--- src/rtl/mmcm_drp_sequencer.sv ---
// mmcm_drp_sequencer
//   Applies a stream of masked register writes to an MMCM over its DRP port.
//   The sequence is: hold the MMCM in reset, then read-modify-write each
//   entry, release the reset and wait for LOCKED.
//   Each entry's mask selects which bits are kept: a mask bit of 1 keeps the
//   bit that was read back, and a mask bit of 0 takes the bit from entry_data.
//
// Ports
//   dclk, rst_n             DRP clock; asynchronous active-low reset
//   start                   one-cycle request, honoured only in IDLE/ERROR
//   entry_*                 register-write stream (valid/ready), entry_last ends it
//   daddr, di, den, dwe     DRP request outputs
//   drp_do, drdy            DRP response inputs ("do" is a SV keyword)
//   rst_mmcm                MMCM reset (registered)
//   locked                  MMCM LOCKED, asynchronous, synchronised here
//   busy, done, error       status; done is a one-cycle pulse
//   err_code                01 = drdy timeout, 10 = lock timeout
module mmcm_drp_sequencer #(
  parameter int DRDY_TIMEOUT = 255,
  parameter int LOCK_TIMEOUT = 65535
) (
  input  logic        dclk,
  input  logic        rst_n,
  input  logic        start,
  input  logic        entry_valid,
  input  logic [6:0]  entry_addr,
  input  logic [15:0] entry_mask,
  input  logic [15:0] entry_data,
  input  logic        entry_last,
  output logic        entry_ready,
  output logic [6:0]  daddr,
  output logic [15:0] di,
  output logic        den,
  output logic        dwe,
  input  logic [15:0] drp_do,
  input  logic        drdy,
  output logic        rst_mmcm,
  input  logic        locked,
  output logic        busy,
  output logic        done,
  output logic        error,
  output logic [1:0]  err_code
);

  localparam int TMAX = (DRDY_TIMEOUT > LOCK_TIMEOUT) ? DRDY_TIMEOUT : LOCK_TIMEOUT;
  localparam int CW   = $clog2(TMAX + 1);
  // Terminal counts: the counter is 0 in a state's first cycle, so the
  // N-th cycle in that state has count N-1.
  localparam logic [CW-1:0] DRDY_TC = CW'(DRDY_TIMEOUT - 1);
  localparam logic [CW-1:0] LOCK_TC = CW'(LOCK_TIMEOUT - 1);

  typedef enum logic [3:0] {
    IDLE, RST_ON, WAIT_ENTRY, RD, WAIT_RD, WR, WAIT_WR,
    RELEASE, WAIT_LOCK, DONE, ERROR
  } state_t;

  state_t          state, state_nxt;
  logic [1:0]      err_nxt;
  logic [CW-1:0]   cnt;
  logic [15:0]     mask_q, data_q;
  logic            last_q;
  logic            lock_s1, lock_s2;

  always_comb begin
    state_nxt = state;
    err_nxt   = err_code;
    case (state)
      IDLE:       if (start) begin state_nxt = RST_ON; err_nxt = 2'b00; end
      RST_ON:     state_nxt = WAIT_ENTRY;
      WAIT_ENTRY: if (entry_valid) state_nxt = RD;
      RD:         state_nxt = WAIT_RD;
      // drdy is checked before the terminal count, so a response arriving
      // in the last allowed cycle still wins.
      WAIT_RD:
        if (drdy)                state_nxt = WR;
        else if (cnt == DRDY_TC) begin state_nxt = ERROR; err_nxt = 2'b01; end
      WR:         state_nxt = WAIT_WR;
      WAIT_WR:
        if (drdy)                state_nxt = last_q ? RELEASE : WAIT_ENTRY;
        else if (cnt == DRDY_TC) begin state_nxt = ERROR; err_nxt = 2'b01; end
      RELEASE:    state_nxt = WAIT_LOCK;
      WAIT_LOCK:
        if (lock_s2)             state_nxt = DONE;
        else if (cnt == LOCK_TC) begin state_nxt = ERROR; err_nxt = 2'b10; end
      DONE:       state_nxt = IDLE;
      ERROR:      if (start) begin state_nxt = RST_ON; err_nxt = 2'b00; end
      default:    state_nxt = IDLE;
    endcase
  end

  always_ff @(posedge dclk or negedge rst_n) begin
    if (!rst_n) begin
      state    <= IDLE;
      err_code <= 2'b00;
      cnt      <= '0;
      rst_mmcm <= 1'b0;
      daddr    <= '0;
      di       <= '0;
      mask_q   <= '0;
      data_q   <= '0;
      last_q   <= 1'b0;
      lock_s1  <= 1'b0;
      lock_s2  <= 1'b0;
    end else begin
      state    <= state_nxt;
      err_code <= err_nxt;
      lock_s1  <= locked;
      lock_s2  <= lock_s1;
      // Restart the timeout on every state change; free-running wrap while
      // parked elsewhere is harmless because only wait states compare it.
      cnt      <= (state_nxt != state) ? '0 : cnt + 1'b1;
      // High from RST_ON through RELEASE; ERROR leaves it untouched, so a
      // drdy timeout keeps the MMCM in reset.
      if (state_nxt == RST_ON)  rst_mmcm <= 1'b1;
      else if (state == RELEASE) rst_mmcm <= 1'b0;
      if (state == WAIT_ENTRY && entry_valid) begin
        daddr  <= entry_addr;
        mask_q <= entry_mask;
        data_q <= entry_data;
        last_q <= entry_last;
      end
      if (state == WAIT_RD && drdy)
        di <= (drp_do & mask_q) | (data_q & ~mask_q);
    end
  end

  assign den         = (state == RD) || (state == WR);
  assign dwe         = (state == WR);
  assign entry_ready = (state == WAIT_ENTRY);
  assign busy        = (state != IDLE) && (state != ERROR);
  assign done        = (state == DONE);
  assign error       = (state == ERROR);

endmodule

--- config.mk ---
export PLATFORM = sky130hd
export DESIGN_NAME = mmcm_drp_sequencer
export DESIGN_NICKNAME = d
export VERILOG_FILES = /design/src/rtl/mmcm_drp_sequencer.sv
export SDC_FILE = /design/constraint.sdc
export NUM_CORES = 1
export LEC_CHECK = 0
export CAP_MARGIN = 0
export CORE_ASPECT_RATIO = 1.4
export CORE_UTILIZATION = 44
export DETAILED_ROUTE_END_ITERATION = 8
export PLACE_DENSITY = 0.76
export SLEW_MARGIN = 15
export SYNTH_ARGS = -nofsm -noshare
export SYNTH_HDL_FRONTEND = slang
export SYNTH_SLANG_ARGS = --single-unit
--- constraint.sdc ---
create_clock -name dclk -period 1.7 [get_ports dclk]
set_clock_uncertainty 0.05 [all_clocks]
set_input_delay 0.425 -clock dclk [delete_from_list [all_inputs] [get_ports dclk]]
set_output_delay 0.425 -clock dclk [all_outputs]
set_load 0.05 [all_outputs]
* After elaboration in Yosys (flattened, before gate mapping)
Cells that the tools add are included.
** Cells by class
- Add/subtract/negate cells :: 1
- Eq/ne operators :: 20
- Mux-type cells :: 18
- Bitwise gates (word level) :: 4
- Reductions and logical operators :: 11
** Operator list (number)
- $pmux W4 S9 :: 1
- $and A16 B16 Y16 :: 2
- $mux W4 :: 7
- $add A16 B1 Y16 const B :: 1
- $eq A16 B16 Y1 const B :: 1
- $eq A16 B8 Y1 const B :: 1
- $eq A4 B3 Y1 const B :: 4
- $mux W16 :: 1
- $not A16 Y16 :: 1
- $or A16 B16 Y16 :: 1
- $eq A4 B4 Y1 const B :: 3
- $mux W2 :: 5
- $eq A4 B1 Y1 const B :: 2
- $eq A4 B2 Y1 const B :: 2
- $ne A2 B2 Y1 const B :: 3
- $pmux W2 S3 :: 1
- $reduce_and A6 Y1 :: 1
- $logic_not A4 Y1 :: 1
- $ne A2 B1 Y1 const B :: 2
- $ne A4 B4 Y1 :: 1
- $ne A4 B4 Y1 const B :: 1
- $reduce_bool A4 Y1 :: 1
- $reduce_or A2 Y1 :: 2
- $logic_and A1 B1 Y1 :: 3
- other kinds (5) :: 6
** Storage, ports and cells
- Register bits after elaboration :: 81
- Input bits :: 62
- Output and inout port bits :: 32
- Logic and storage cells :: 65

* Depth between registers and ports, before layout
Gate-level depths: netlist of run 1.
- Depth in word-level cells :: 6
- Gate-level depth with buffers :: 8
- Depth with buffers taken out :: 7

* Worst setup path before layout of run 1
OpenSTA, ideal clock, no wires.
- Path type :: register to register
- From :: register state[0]
- To :: register daddr[0]
- Library setup time :: 0.125 ns
- Data arrival time :: 2.316 ns
- Data required time :: 1.525 ns
- Setup slack :: -0.791 ns
- Stages on the path, launching flop included :: 6
- Path buffers :: 2
- Period minus slack after synthesis :: 2.491 ns
- Path through :: dfrtp_1 -> buf_6 -> nor4b_2 -> nand2_1 -> buf_1 -> mux2_2
** On the way
- Longest elaborated chain between the ends :: 2
** Ends and longest elaborated chain
- start: declaration :: RTL line 57 : state_t state, state_nxt;
- start signal: assignment :: RTL line 105 : state <= state_nxt;
- $eq A4 B2 Y1
- net entry_ready :: RTL line 30 : output logic entry_ready,
- $logic_and A1 B1 Y1 :: RTL line 116 : if (state == WAIT_ENTRY && entry_valid) begin
- end signal: assignment :: RTL line 117 : daddr <= entry_addr;
- end: declaration :: RTL line 31 : output logic [6:0] daddr,
The timed path passes the listed nets, and every way through them passes these cells.
A chain may end at the register's enable or synchronous reset.

* Final worst setup path of run 1
- From :: register state[0]
- To :: output entry_ready
** On the way
- Longest elaborated chain between the ends :: 1
** Ends and longest elaborated chain
- $eq A4 B2 Y1 :: RTL line 129 : assign entry_ready = (state == WAIT_ENTRY);
- end: declaration :: RTL line 30
Every way passes these cells.

==> metrics.txt, run 1 <==
Overflow after GRT=0; Synth cell types=41; nets=523; crit path DAT=1510 ps; number of global-route vias before repair=3206; max cap viols=0; largest net degree at the start of global routing=33; fraction of layout cells with a size suffix above 1=43.3%; final setup vio count=76; Final WS setup=-283 ps; Remaining DRCs=0; Flop pwr share=30.5%; Synth async-reset ratio=100%; area leader, netlist=dfrtp_1; mean area per synthesized cell=11.8 um^2; DIE AREA=8520 um^2; Clock Pin Slew Worst Setup and Hold Paths=80 ps; CTS H-Tree Depth=3; Power Dens Cells=1830 nW/um^2; Post-Syn Area=3590 um^2; initial antenna violation count=0; r2r setup slk=-200 ps; Setup crit start kind=register; Clock Path Buffers=2; critical path capture point type=output port; Slew HR=73.2%; Die X=78.3 um; Worst Hold Class=register to register; RSZ-0062 raised after global routing=true; critical path depth in cells=4; initial core utilization=45.7%; combinational fraction of design power=56.6%; failing checks=setup timing; Fmax=504 MHz; CP max stage delay=400 ps; Site Rows=38; Antenna Nets Post-Route=0; IR drop worst, VDD=1.36 mV; status=finished with violations; area of the multi-input gates=1760 um^2; register area=2030 um^2; drt total wl=10600 um; Area contributors post-synth=dfrtp_1 57%, mux2_2 13%, mux2i_1 4.7%, nor2_1 4.4%, a21oi_1 2.8%; DP Cell Count=521; crit path buf inv count=3; Clock Latency Late Sink=370 ps; routability cong.=0.854; Worst Reg-to-Reg Cells=6; Commonest cells post-synth=81 x dfrtp_1, 42 x nor2_1, 40 x mux2_2; Antenna Diode Count=0; top cell family by delay on the critical path=buffers and inverters; Final Cycle Share=117%; DR pass1 iterations=5; Crit Reg-Reg Endpoint=cnt[3]; Pleak=2.65 nW; Critical Path Fanout Max=7; final hold violations=0; Post-synth EDFFs=0; fin area=6040 um^2; first-pass GRT wire length=15100 um; Total GRT Usage=24.0%; Syn. warnings=0; NetSw=4.36 mW; worst-path cell chain=buf_6, nor4b_4, buf_4, buf_12; Vias/cell=5.34; area delta synth->final=68.3%; Yosys top cell area share=56.5%; Cell Count, Final, Fillers Out=564; Post-DP Area=5250 um^2; number of port buffers=93; via count=3013; synthesized instance count=304; WHS Endpoint=lock_s2; die height=109 um; hold-critical path depth=0; slowest CP cell=dfrtp_1; clock sink total=81; root buf cell=clkbuf_8; io pins=94; syn nets=368; Switching Share=39.5%; setup TNS=-7510 ps; drt wl/cell=18.8 um; Worst EP required=1220 ps; TritonCTS clock tree=yes; FILL cells=466; Least-Margin Pin Slew=403 ps; Starting DRT DRC Count=144; worst min-delay path startpoint=lock_s1; Main synth FF type=dfrtp_1; Pint=6.69 mW; Inserted Clock Buffers=9; Clock Power Share=12.9%; dpl hpwl=6210 um; Tmin final=1980 ps; sequential share of the synthesized area=56.5%; kind of critical path=register to output port; most frequent cell after synthesis=dfrtp_1; Slew Limit Fails=0; Synth Register Bits=81; core area=7850 um^2; Crit Reg-Reg Startpoint=state[1]
layout by cell type, fill, tap and decap left out, types with 11 or more instances in the layout:
master / count
buf_4: 42
nand2_1: 14
dfrtp_1: 79
a21oi_1: 13
mux2i_1: 17
clkdlybuf4s50_1: 60
mux2_2: 37
buf_6: 11
nor2_1: 30
buf_12: 37
logic make-up (layout without fill, tap and decap cells):
| group | Yosys count | after routing | synth area share, % |
|---|---|---|---|
| AO/OA/AOI/OAI | 29 | 29 | 4.57 |
| XOR/XNOR | 16 | 16 | 3.91 |
| adder cells (fa/ha/maj) | 2 | 2 | 0.697 |
| buffers and inverters | 18 | 177 | 2.51 |
| flip-flops | 81 | 81 | 56.5 |
| multiplexers | 57 | 57 | 17.3 |
| AND/OR/NAND/NOR | 101 | 102 | 14.5 |
power groups by stage:
stage               logic [mW]  clock network, mW  registers [mW]
finish                    6.26               1.42            3.38
global route              6.53               1.53            3.45
CTS                       5.75               1.44            3.34
detailed placement        5.13                  0            3.37
global placement          5.02                  0            3.32
floorplan                 1.93                  0            4.11
per-stage QoR:
stage               worst slack (ps)  utilization [%]  total power, mW  hold WS, ps
finish                          -283             77.0             11.1          301
global route                    -345             77.0             11.5          317
CTS                             -285             73.5             10.5          303
detailed placement              -459             66.9             8.50          285
global placement                -442             66.9             8.34          288
floorplan                       -336                -             6.03         79.4
final cells by class:
class	instances	share of cell area (%)
sequential	81	33.6
clock inverter	5	0.912
multi-input combinational	206	29.1
tap	100	2.07
clock buffer	11	2.34
timing repair buffer	156	31.6
inverter	5	0.352
timing repair:
action,4_1_cts,5_1_grt
pin swaps,7,21
cloned,4,3
resized for setup,33,42
hold buffers,1,0
setup buffers,9,15
endpoints found under the hold margin,26,0
setup endpoints to repair,78,83
registers in the layout (all words and copies together), names as in the netlist:
| name | count |
|---|---|
| cnt | 16 |
| data_q | 16 |
| di | 16 |
| mask_q | 16 |
| daddr | 7 |
| state | 4 |
| err_code | 2 |
| last_q | 1 |
| lock_s1 | 1 |
| lock_s2 | 1 |
| rst_mmcm | 1 |
worst reg2reg max path, stage by stage, from the launching register on:
cell and delay (ps):
dfrtp_1 410, buf_6 140, or4b_4 520, nor4_4 210, a22oi_2 180, nand4_4 180, nor2_1 100
worst max path at each step:
stage                     slack, ps          end     start
final                          -280  entry_ready  state[0]
after global routing           -350  entry_ready  state[0]
after CTS                      -280  entry_ready  state[3]
after detailed placement       -460      cnt[14]     start
after global placement         -440       cnt[1]     start
after floorplan                -340      cnt[14]  state[0]
metal layers:
layer | vias up | track usage [%] | wire, um
met5 | - | 0 | 0
met2 | 102 | 44.3 | 6040
met1 | 1516 | 24.8 | 3730
met4 | 0 | 12.2 | 274
met3 | 24 | 6.36 | 560
li1 | 1371 | - | -
No activity file was read; power rests on OpenSTA's default activity.
==> run 2: changes to the inputs <==
- ABC_AREA: not set -> 1
- MAX_ROUTING_LAYER: not set -> met4
==> run 2 against run 1 <==
  * The run still ends with setup timing left
  * Via count up 15%
  * Clock power up 43%
  * Die area rose by 5.0%
  * Combinational power increased by 17%
  * Critical endpoint is now done
  * Non-clock buffer count is 6 higher
==> metrics.txt, run 2 <==
Tmin final=1980 ps (about the same); Power Dens Cells=1940 nW/um^2 (was 1830 nW/um^2); Vias/cell=5.38 (was 5.34); Synth async-reset ratio=100% (unchanged); Slew Limit Fails=0 (unchanged); Pwr Total=12.7 mW (was 11.1 mW); CP Capture Point=done (was entry_ready); Antenna Nets Post-Route=0 (unchanged); Setup crit start kind=register (unchanged); Fmax=506 MHz (was 504 MHz); fin area=6530 um^2 (was 6040 um^2); via count=3462 (was 3013); critical path capture point type=output port (unchanged); Worst Hold Class=register to register (unchanged); TritonCTS clock tree=yes (unchanged); fraction of layout cells with a size suffix above 1=42.9% (was 43.3%); Slew HR=72.9% (was 73.2%); failing checks=setup timing (unchanged); Antenna Diode Count=0 (unchanged); Synth Register Bits=81 (unchanged); Crit Reg-Reg Endpoint=cnt[0] (was cnt[3]); mean area per synthesized cell=10.1 um^2 (was 11.8 um^2); Post-Syn Area=3770 um^2 (was 3590 um^2); sequential share of the synthesized area=53.7% (was 56.5%); Overflow after GRT=0 (unchanged); final hold violations=0 (unchanged); final setup vio count=60 (was 76); kind of critical path=register to output port (unchanged); most common cell after layout, fill and taps aside=dfrtp_1 (unchanged); area leader, netlist=dfrtp_1 (unchanged); CTS H-Tree Depth=3 (unchanged); Post-synth EDFFs=0 (unchanged); Clock Pin Slew Worst Setup and Hold Paths=60 ps (was 80 ps); r2r setup slk=-250 ps (was -200 ps); Remaining DRCs=0 (unchanged); syn nets=437 (was 368); max cap viols=0 (unchanged); first-pass GRT wire length=16900 um (was 15100 um); Post-DP Area=5510 um^2 (was 5250 um^2); Worst Reg-to-Reg Cells=10 (was 6); IR drop worst, VDD=1.54 mV (was 1.36 mV); Yosys top cell area share=53.7% (was 56.5%); RSZ-0062 raised after global routing=true (unchanged); initial core utilization=45.7% (about the same); nets=600 (was 523); most frequent cell after synthesis=dfrtp_1 (unchanged); core area=8250 um^2 (was 7850 um^2); Area contributors post-synth=dfrtp_1 54%, mux2_1 5.7%, nand2_1 5.6%, nor2_1 3.8%, inv_1 3.4% (was dfrtp_1 57%, mux2_2 13%, mux2i_1 4.7%, nor2_1 4.4%, a21oi_1 2.8%); Syn. warnings=0 (unchanged); Final Cycle Share=116% (was 117%); Die X=80.2 um (was 78.3 um); Site Rows=39 (was 38); Starting DRT DRC Count=181 (was 144); die height=112 um (was 109 um); DR pass1 iterations=4 (was 5); Synth cell types=36 (was 41); crit path DAT=1500 ps (was 1510 ps); most frequent cells in the layout=79 x dfrtp_1, 60 x clkdlybuf4s50_1, 48 x nand2_1 (was 79 x dfrtp_1, 60 x clkdlybuf4s50_1, 42 x buf_4); drt total wl=11900 um (was 10600 um); clock sink total=81 (unchanged); synthesized instance count=373 (was 304); Worst EP required=1220 ps (about the same); Inserted Clock Buffers=9 (unchanged); Clock Path Buffers=2 (unchanged); setup TNS=-7030 ps (was -7510 ps); Commonest cells post-synth=81 x dfrtp_1, 56 x nand2_1, 38 x nor2_1 (was 81 x dfrtp_1, 42 x nor2_1, 40 x mux2_2); Total GRT Usage=25.9% (was 24.0%); Main synth FF type=dfrtp_1 (unchanged); root buf cell=clkbuf_16 (was clkbuf_8); number of port buffers=93 (unchanged); dpl hpwl=6530 um (was 6210 um); Clock Latency Late Sink=340 ps (was 370 ps); initial antenna violation count=0 (unchanged); Critical Path Fanout Max=4 (was 7); status=finished with violations (unchanged); Pleak=2.91 nW (was 2.65 nW); Least-Margin Pin Slew=407 ps (was 403 ps); DIE AREA=8950 um^2 (was 8520 um^2); largest net degree at the start of global routing=31 (was 33); number of global-route vias before repair=3540 (was 3206); drt wl/cell=18.5 um (was 18.8 um); CP Launch Point=state[3] (was state[0]); Final WS setup=-277 ps (was -283 ps); area delta synth->final=73.2% (was 68.3%); routability cong.=0.912 (was 0.854); Placement Setup Slack=-429 ps (was -459 ps); io pins=94 (unchanged); Crit Reg-Reg Startpoint=state[2] (was state[1]); FILL cells=432 (was 466)
-- run 2: timing repair --
| item | 4_1_cts | 5_1_grt |
|---|---|---|
| setup buffers | 9 | 8 |
| setup endpoints to repair | 38 | 81 |
| pin swaps | 21 | 4 |
| gates resized for setup | 51 | 66 |
| cloned | 5 | 3 |
| hold endpoints to repair | 24 | 0 |
| hold buffers | 1 | 0 |
-- run 2: layout make-up --
type / count / area (um^2) / share of cell area, %
Inverter: 41 / 156 / 2.39
Tap cell: 102 / 128 / 1.95
Sequential cell: 81 / 2030 / 31.1
Multi-Input combinational cell: 241 / 1930 / 29.5
Clock buffer: 11 / 253 / 3.87
Clock inverter: 5 / 63.8 / 0.977
Timing Repair Buffer: 162 / 1970 / 30.2
-- run 2: power breakdown --
group / switching [mW] / internal (mW) / leakage, nW
sequential: 0.672 / 2.69 / 0.965
clock: 0.809 / 1.23 / 0.152
combinational: 3.79 / 3.51 / 1.80
-- run 2: how the worst min path moves through the flow --
stage	cells past startpoint	slack (ps)	start	to
5_1_grt	0	300	lock_s1	lock_s2
4_1_cts	0	300	lock_s1	lock_s2
3_3_place_gp	0	280	lock_s1	lock_s2
2_1_floorplan	0	80	rst_n	cnt[0]
3_5_place_dp	0	290	lock_s1	lock_s2
6_report	0	300	lock_s1	lock_s2
-- run 2: routing by layer --
metal  share of wire, %  GRT usage [%]
met5                  0              -
met4                2.8           10.0
met3                5.4           4.26
met2                 55           43.7
met1                 37           30.4
-- run 2: kinds of logic (layout without fill, tap and decap cells) --
kind of cell | count (synthesis) | in the layout | share of synthesized area (%)
compound gates | 63 | 63 | 11.1
fa+ha+maj | 2 | 2 | 0.663
buf+inv | 52 | 219 | 6.10
mux | 25 | 25 | 7.47
flops | 81 | 81 | 53.7
simple gates | 139 | 140 | 18.4
xor+xnor | 11 | 11 | 2.55
-- run 2: critical path: stages, from the launching register on --
cell and delay (ps):
dfrtp_2 440, inv_4 70, nor2_4 110, inv_1 100, buf_4 160, nor2_4 140, buf_12 150
-- run 2: through the flow --
| step | cells | hold slack, ps | utilization [%] |
|---|---|---|---|
| after global routing | 643 | 304 | 79.2 |
| after detailed placement | 604 | 287 | 66.9 |
| after global placement | 604 | 284 | 66.9 |
| after floorplan | 373 | 79.4 | - |
| after CTS | 635 | 300 | 75.5 |
| final | 643 | 301 | 79.2 |
